`config.mk`:
```
export PLATFORM = sky130hd
export DESIGN_NAME = tv80_regdump
export DESIGN_NICKNAME = d
export VERILOG_FILES = /design/src/rtl/tv80_dbg_pkg.sv /design/src/rtl/tv80_regdump.sv
export SDC_FILE = /design/constraint.sdc
export NUM_CORES = 1
export LEC_CHECK = 0
export ABC_AREA = 1
export ABC_CLOCK_PERIOD_IN_PS = 7950
export CAP_MARGIN = 25
export CORE_ASPECT_RATIO = 1.25
export CORE_MARGIN = 5
export CORE_UTILIZATION = 40
export CTS_CLUSTER_SIZE = 30
export DETAILED_ROUTE_END_ITERATION = 8
export PLACE_DENSITY = 0.57
export SYNTH_ARGS = -nofsm -noshare
export SYNTH_HDL_FRONTEND = slang
export SYNTH_SLANG_ARGS = --single-unit
```
`constraint.sdc`:
```
create_clock -name clk -period 7.95 [get_ports clk]
set_input_delay 1.9875 -clock clk [delete_from_list [all_inputs] [get_ports clk]]
set_output_delay 1.9875 -clock clk [all_outputs]
set_load 0.005 [all_outputs]
```
`src/rtl/tv80_dbg_pkg.sv`:
```
// Shared constants for the TV80 register-dump debug port.
// Covers frame layout, FSM encoding and checksum helper.
package tv80_dbg_pkg;

  localparam logic [7:0] HDR_DEFAULT = 8'hA5;
  localparam int         FRAME_LEN   = 9;
  localparam int         IDX_W       = 4;
  localparam int         STATE_W     = 1;

  localparam logic [IDX_W-1:0] IDX_ZERO = 4'd0;
  localparam logic [IDX_W-1:0] IDX_ONE  = 4'd1;
  localparam logic [IDX_W-1:0] IDX_LAST = IDX_W'(FRAME_LEN - 1);

  localparam logic [STATE_W-1:0] ST_IDLE = 1'b0;
  localparam logic [STATE_W-1:0] ST_SEND = 1'b1;

  // Modulo-256 sum of the payload bytes; the header byte is not covered.
  function automatic logic [7:0] frameCk(input logic [7:0]  seq,
                                         input logic [15:0] bc,
                                         input logic [15:0] de,
                                         input logic [15:0] hl);
    frameCk = seq + bc[15:8] + bc[7:0] + de[15:8] + de[7:0] + hl[15:8] + hl[7:0];
  endfunction

endpackage

```
`src/rtl/tv80_regdump.sv`:
```
// Captures BC/DE/HL on request and streams them out as a 9-byte
// checksummed frame over a valid/ready byte interface.
module tv80_regdump
  import tv80_dbg_pkg::*;
#(
  parameter logic [7:0] HDR = HDR_DEFAULT
) (
  input  logic        clk,
  input  logic        reset_n,
  input  logic [15:0] BC,
  input  logic [15:0] DE,
  input  logic [15:0] HL,
  input  logic        snap,
  input  logic        ovr_clr,
  output logic [7:0]  dout,
  output logic        dout_valid,
  input  logic        dout_ready,
  output logic        busy,
  output logic        done,
  output logic        overrun
);

  logic [STATE_W-1:0] stateR, stateNxtS;
  logic [IDX_W-1:0]   idxR, idxNxtS;
  logic [7:0]         seqR, seqNxtS;
  logic [15:0]        bcR, deR, hlR, bcNxtS, deNxtS, hlNxtS;
  logic [7:0]         doutR, byteS, ckS;
  logic               validR, busyR, doneR, overrunR;
  logic               doneNxtS, ovrNxtS, xferS;

  assign xferS = (stateR == ST_SEND) && validR && dout_ready;

  // Next-state, index, sequence, snapshot and overrun decisions.
  always_comb begin
    stateNxtS = stateR;
    idxNxtS   = idxR;
    seqNxtS   = seqR;
    bcNxtS    = bcR;
    deNxtS    = deR;
    hlNxtS    = hlR;
    doneNxtS  = 1'b0;
    case (stateR)
      ST_IDLE: begin
        if (snap) begin
          stateNxtS = ST_SEND;
          idxNxtS   = IDX_ZERO;
          bcNxtS    = BC;
          deNxtS    = DE;
          hlNxtS    = HL;
        end else begin
          stateNxtS = ST_IDLE;
        end
      end
      ST_SEND: begin
        if (xferS && (idxR == IDX_LAST)) begin
          stateNxtS = ST_IDLE;
          idxNxtS   = IDX_ZERO;
          seqNxtS   = seqR + 8'd1;
          doneNxtS  = 1'b1;
        end else if (xferS) begin
          idxNxtS = idxR + IDX_ONE;
        end else begin
          idxNxtS = idxR;
        end
      end
      default: begin
        stateNxtS = ST_IDLE;
        idxNxtS   = IDX_ZERO;
      end
    endcase
    // A dropped snap must win over a simultaneous clear.
    if ((stateR == ST_SEND) && snap) begin
      ovrNxtS = 1'b1;
    end else if (ovr_clr) begin
      ovrNxtS = 1'b0;
    end else begin
      ovrNxtS = overrunR;
    end
  end

  // Byte select for the index that will be presented after this edge.
  always_comb begin
    ckS = frameCk(seqNxtS, bcNxtS, deNxtS, hlNxtS);
    case (idxNxtS)
      4'd0:    byteS = HDR;
      4'd1:    byteS = seqNxtS;
      4'd2:    byteS = bcNxtS[15:8];
      4'd3:    byteS = bcNxtS[7:0];
      4'd4:    byteS = deNxtS[15:8];
      4'd5:    byteS = deNxtS[7:0];
      4'd6:    byteS = hlNxtS[15:8];
      4'd7:    byteS = hlNxtS[7:0];
      4'd8:    byteS = ckS;
      default: byteS = 8'h00;
    endcase
  end

  // State and registered outputs.
  always_ff @(posedge clk or negedge reset_n) begin
    if (!reset_n) begin
      stateR   <= ST_IDLE;
      idxR     <= IDX_ZERO;
      seqR     <= 8'h00;
      bcR      <= 16'h0000;
      deR      <= 16'h0000;
      hlR      <= 16'h0000;
      doutR    <= 8'h00;
      validR   <= 1'b0;
      busyR    <= 1'b0;
      doneR    <= 1'b0;
      overrunR <= 1'b0;
    end else begin
      stateR   <= stateNxtS;
      idxR     <= idxNxtS;
      seqR     <= seqNxtS;
      bcR      <= bcNxtS;
      deR      <= deNxtS;
      hlR      <= hlNxtS;
      doutR    <= (stateNxtS == ST_SEND) ? byteS : 8'h00;
      validR   <= (stateNxtS == ST_SEND);
      busyR    <= (stateNxtS == ST_SEND);
      doneR    <= doneNxtS;
      overrunR <= ovrNxtS;
    end
  end

  assign dout       = doutR;
  assign dout_valid = validR;
  assign busy       = busyR;
  assign done       = doneR;
  assign overrun    = overrunR;

endmodule

```
==> summary.md, run 1 <==
| Metric | Value |
|---|---|
| Outcome | complete, no violations |
| PortBufs | between 60 and 70 |
| DIE HEIGHT | between 100 and 150 um |
| Nets@finish | 757 |
| Seq/Total Area, Yosys | ~37% |
| CP required | just over 8 ns |
| DRC | 0 |
| Netlist cell types | 34 |
| Grt total ovfl | 0 |
| Syn-to-layout area delta | 22.1% |
| Die W | 109 um |
| Arrival @ worst endpoint | a little over 7 ns |
| Worst-margin pin slew | about 0.91 ns |
| DP Cell Count | 813 |
| FP Rows | 45 |
| CTS tree | done |
| Ys Warns | 0 |
| DPL Wire Length | 9000 um |
| Critical-path maximum fanout | between 40 and 50 |
| Post-CTS setup buffer count | 0 |
| Final Max Tran Viols | 0 |
| Synth top area share | ~37% |
| Reg clk slew, reported paths | 0.06 ns |
| Fraction of layout cells with a size suffix above 1 | 10.4% |
| Sink Count | 71 |
| DR vias | roughly 3,900 |
| Largest net degree at the start of global routing | 72 |
| DIE AREA | approximately 0.014 sq mm |
| Maxcap violations | 0 |
| Relative slew slack | between 30% and 40% |
| TritonCTS Buffers | 9 |
| Crit. End Element | register |
| Starting DRT DRC Count | 195 |
| Syn_nets | about 690 |
| Average size of a mapped cell | ~8.2 sq um |
| Drt wl/cell | 14.0 um |
| Number of synthesized flops with an enable pin | 0 |
| Placement Setup Slack | ~0.54 ns |
| Part of the cycle the worst path needs | 88.2% |
| Top cells by instance count after synthesis | nand2_1 (160), inv_1 (132), dfrtp_1 (71) |
| Initial antenna violation count | 0 |
| Synthesized area | roughly 0.005 sq mm |
| Synth area leader | dfrtp_1 |
| Total core area | around 0.012 sq mm |
| Initial Utilization | ~40% |
| H-tree levels | 3 |
| RSZ-0062 raised after global routing | false |
| Hold Buf Count CTS | 0 |
| # diodes | 0 |
| Worst-skew pair later-pin latency | ~0.34 ns |
| CTS Root Cell | clkbuf_16 |
| Skew final | a little under 0.008 ns |
| Final Hold Vio Count | 0 |
| Period minus WS final | about 7 ns |
| DRT antenna net count | 0 |
| Dominant cell by count in the synthesized netlist | nand2_1 |
| Endpoints failing setup | 0 |
| Fmax | 143 MHz |
| Dominant synthesized flop cell | dfrtp_1 |
| HP Class | reg2reg |
| First-pass GRT wire length | 19,600 um |
| Post-synthesis register bit count | about 70 |
| Ports | between 60 and 70 |
| DR pass1 iterations | 4 |
| Vias per inst | around 4.7 |
| Final wirelength | around 12,000 um |
| Resized Gates After CTS | 0 |
| WS Path Type | in2reg |
| Synthesized instance count | slightly below 600 |
| Vias in the first global route | between 4,000 and 5,000 |
| Synth top area cells | dfrtp_1 (37%), fa_1 (13%), nand2_1 (12%), inv_1 (10%), mux2_2 (5.6%) |
| Startpoint types | input port |
| Final RePlAce weighted congestion | between 0.8 and 0.9 |
| Post-synthesis async set-or-reset flop share | 100% |
| Clk buf depth | 2 |
| GRT Total Usage | 17.6% |
| Setup_tns | 0 ns |
| Finished Layout Cells | roughly 830 |
| Final worst slack | about 0.93 ns |
## through the flow
stage	cell area (sq um)	hold WS (ns)	utilization (%)
after detailed placement	5650	0.518	46.9
after CTS	5940	0.532	49.3
final	5940	0.527	49.3
after floorplan	4860	0.476	-
after global placement	5650	0.514	46.9
after global routing	5940	0.551	49.3
## worst max-delay path: stages
cell and delay, ns:
clkdlybuf4s50_1 0.59, nand2_2 0.52, buf_12 0.29, mux2_2 0.41
fa_1 0.54, inv_1 0.06, fa_1 0.54, inv_1 0.05
fa_1 0.47, inv_1 0.05, fa_1 0.47, inv_1 0.04
ha_1 0.31, nand2_1 0.10, nor3_1 0.05, nand2_1 0.05
o211ai_1 0.12, or2_1 0.25, nand2_1 0.09, inv_1 0.04
nand2_1 0.06, nand3_1 0.06, a21oi_1 0.12
## kinds of logic (layout without fill, tap and decap cells)
logic type | count (synthesis) | after routing | share of synthesized area, %
AND/OR/NAND/NOR | 253 | 253 | 23.0
buffers and inverters | 151 | 221 | 12.5
flip-flops | 71 | 71 | 36.5
AO/OA/AOI/OAI | 46 | 46 | 5.04
adder cells (fa/ha/maj) | 44 | 44 | 16.3
multiplexers | 24 | 24 | 5.56
XOR/XNOR | 6 | 6 | 1.08
## flip-flops by register name, summed over array words and instances, names as in the netlist
name     cells
dout         8
bcR         16
deR         16
idxR         4
overrun      1
busy         1
done         1
seqR         8
hlR         16
## metal layers
metal  vias up  share of wire (%)  track usage [%]
met4         0                2.1             5.89
met2        74                 52             31.1
met5         -                  0                0
li1       1919                  -                -
met1      1850                 42             20.8
met3        16                4.2             3.78
## final timing paths
check	from	to	slack (ns)	cells after the start
max in group asynchronous	reset_n	dout[5]$_DFF_PN0_	5.57	1
min in group asynchronous	reset_n	bcR[10]$_DFF_PN0_	1.79	1
hold reg to reg	hlR[15]$_DFF_PN0_	hlR[15]$_DFF_PN0_	0.53	2
hold / removal	hlR[15]$_DFF_PN0_	hlR[15]$_DFF_PN0_	0.53	2
setup reg to reg	busy$_DFF_PN0_	dout[7]$_DFF_PN0_	2.45	23
setup / recovery	snap	dout[7]$_DFF_PN0_	0.93	23
## cell usage in the layout, fill, tap and decap left out, drive strengths merged, types with 4 or more instances in the layout
master and n:
o21ai 28, buf 4, clkdlybuf4s50 63, inv 137, a21oi 15, clkbuf 10, nand3 42, fa 32
mux2 24, nor3 6, nor2 30, ha 12, dfrtp 71, nand2 167, clkinvlp 5
## final cells by class
class / count / area (sq um)
Clock buffer: 10 / 239
Clock inverter: 6 / 46.3
Fill cell: 1216 / 6110
Inverter: 138 / 520
Multi-Input combinational cell: 373 / 2480
Sequential cell: 71 / 1780
Tap cell: 164 / 205
Timing Repair Buffer: 67 / 673
Power of run 1 is not shown: default switching activity piles up to over one toggle a cycle in this logic, so the estimate is an artifact.
==> run 2, diff against run 1 <==
--- a/config.mk
+++ b/config.mk
@@ -14,6 +14,7 @@
 export CTS_CLUSTER_SIZE = 30
 export DETAILED_ROUTE_END_ITERATION = 8
 export PLACE_DENSITY = 0.57
+export SLEW_MARGIN = 5
 export SYNTH_ARGS = -nofsm -noshare
 export SYNTH_HDL_FRONTEND = slang
 export SYNTH_SLANG_ARGS = --single-unit
==> results of run 2 <==
No change in the layout: final DEF, timing and power equal those of run 1.
Power of run 2 is left out for the same reason.
==> run 3, diff against run 2 <==
--- a/config.mk
+++ b/config.mk
@@ -14,7 +14,6 @@
 export CTS_CLUSTER_SIZE = 30
 export DETAILED_ROUTE_END_ITERATION = 8
 export PLACE_DENSITY = 0.57
-export SLEW_MARGIN = 5
 export SYNTH_ARGS = -nofsm -noshare
 export SYNTH_HDL_FRONTEND = slang
 export SYNTH_SLANG_ARGS = --single-unit
==> results of run 3 <==
No change in the layout: final DEF, timing and power equal those of run 1.
Power of run 3 is left out for the same reason.
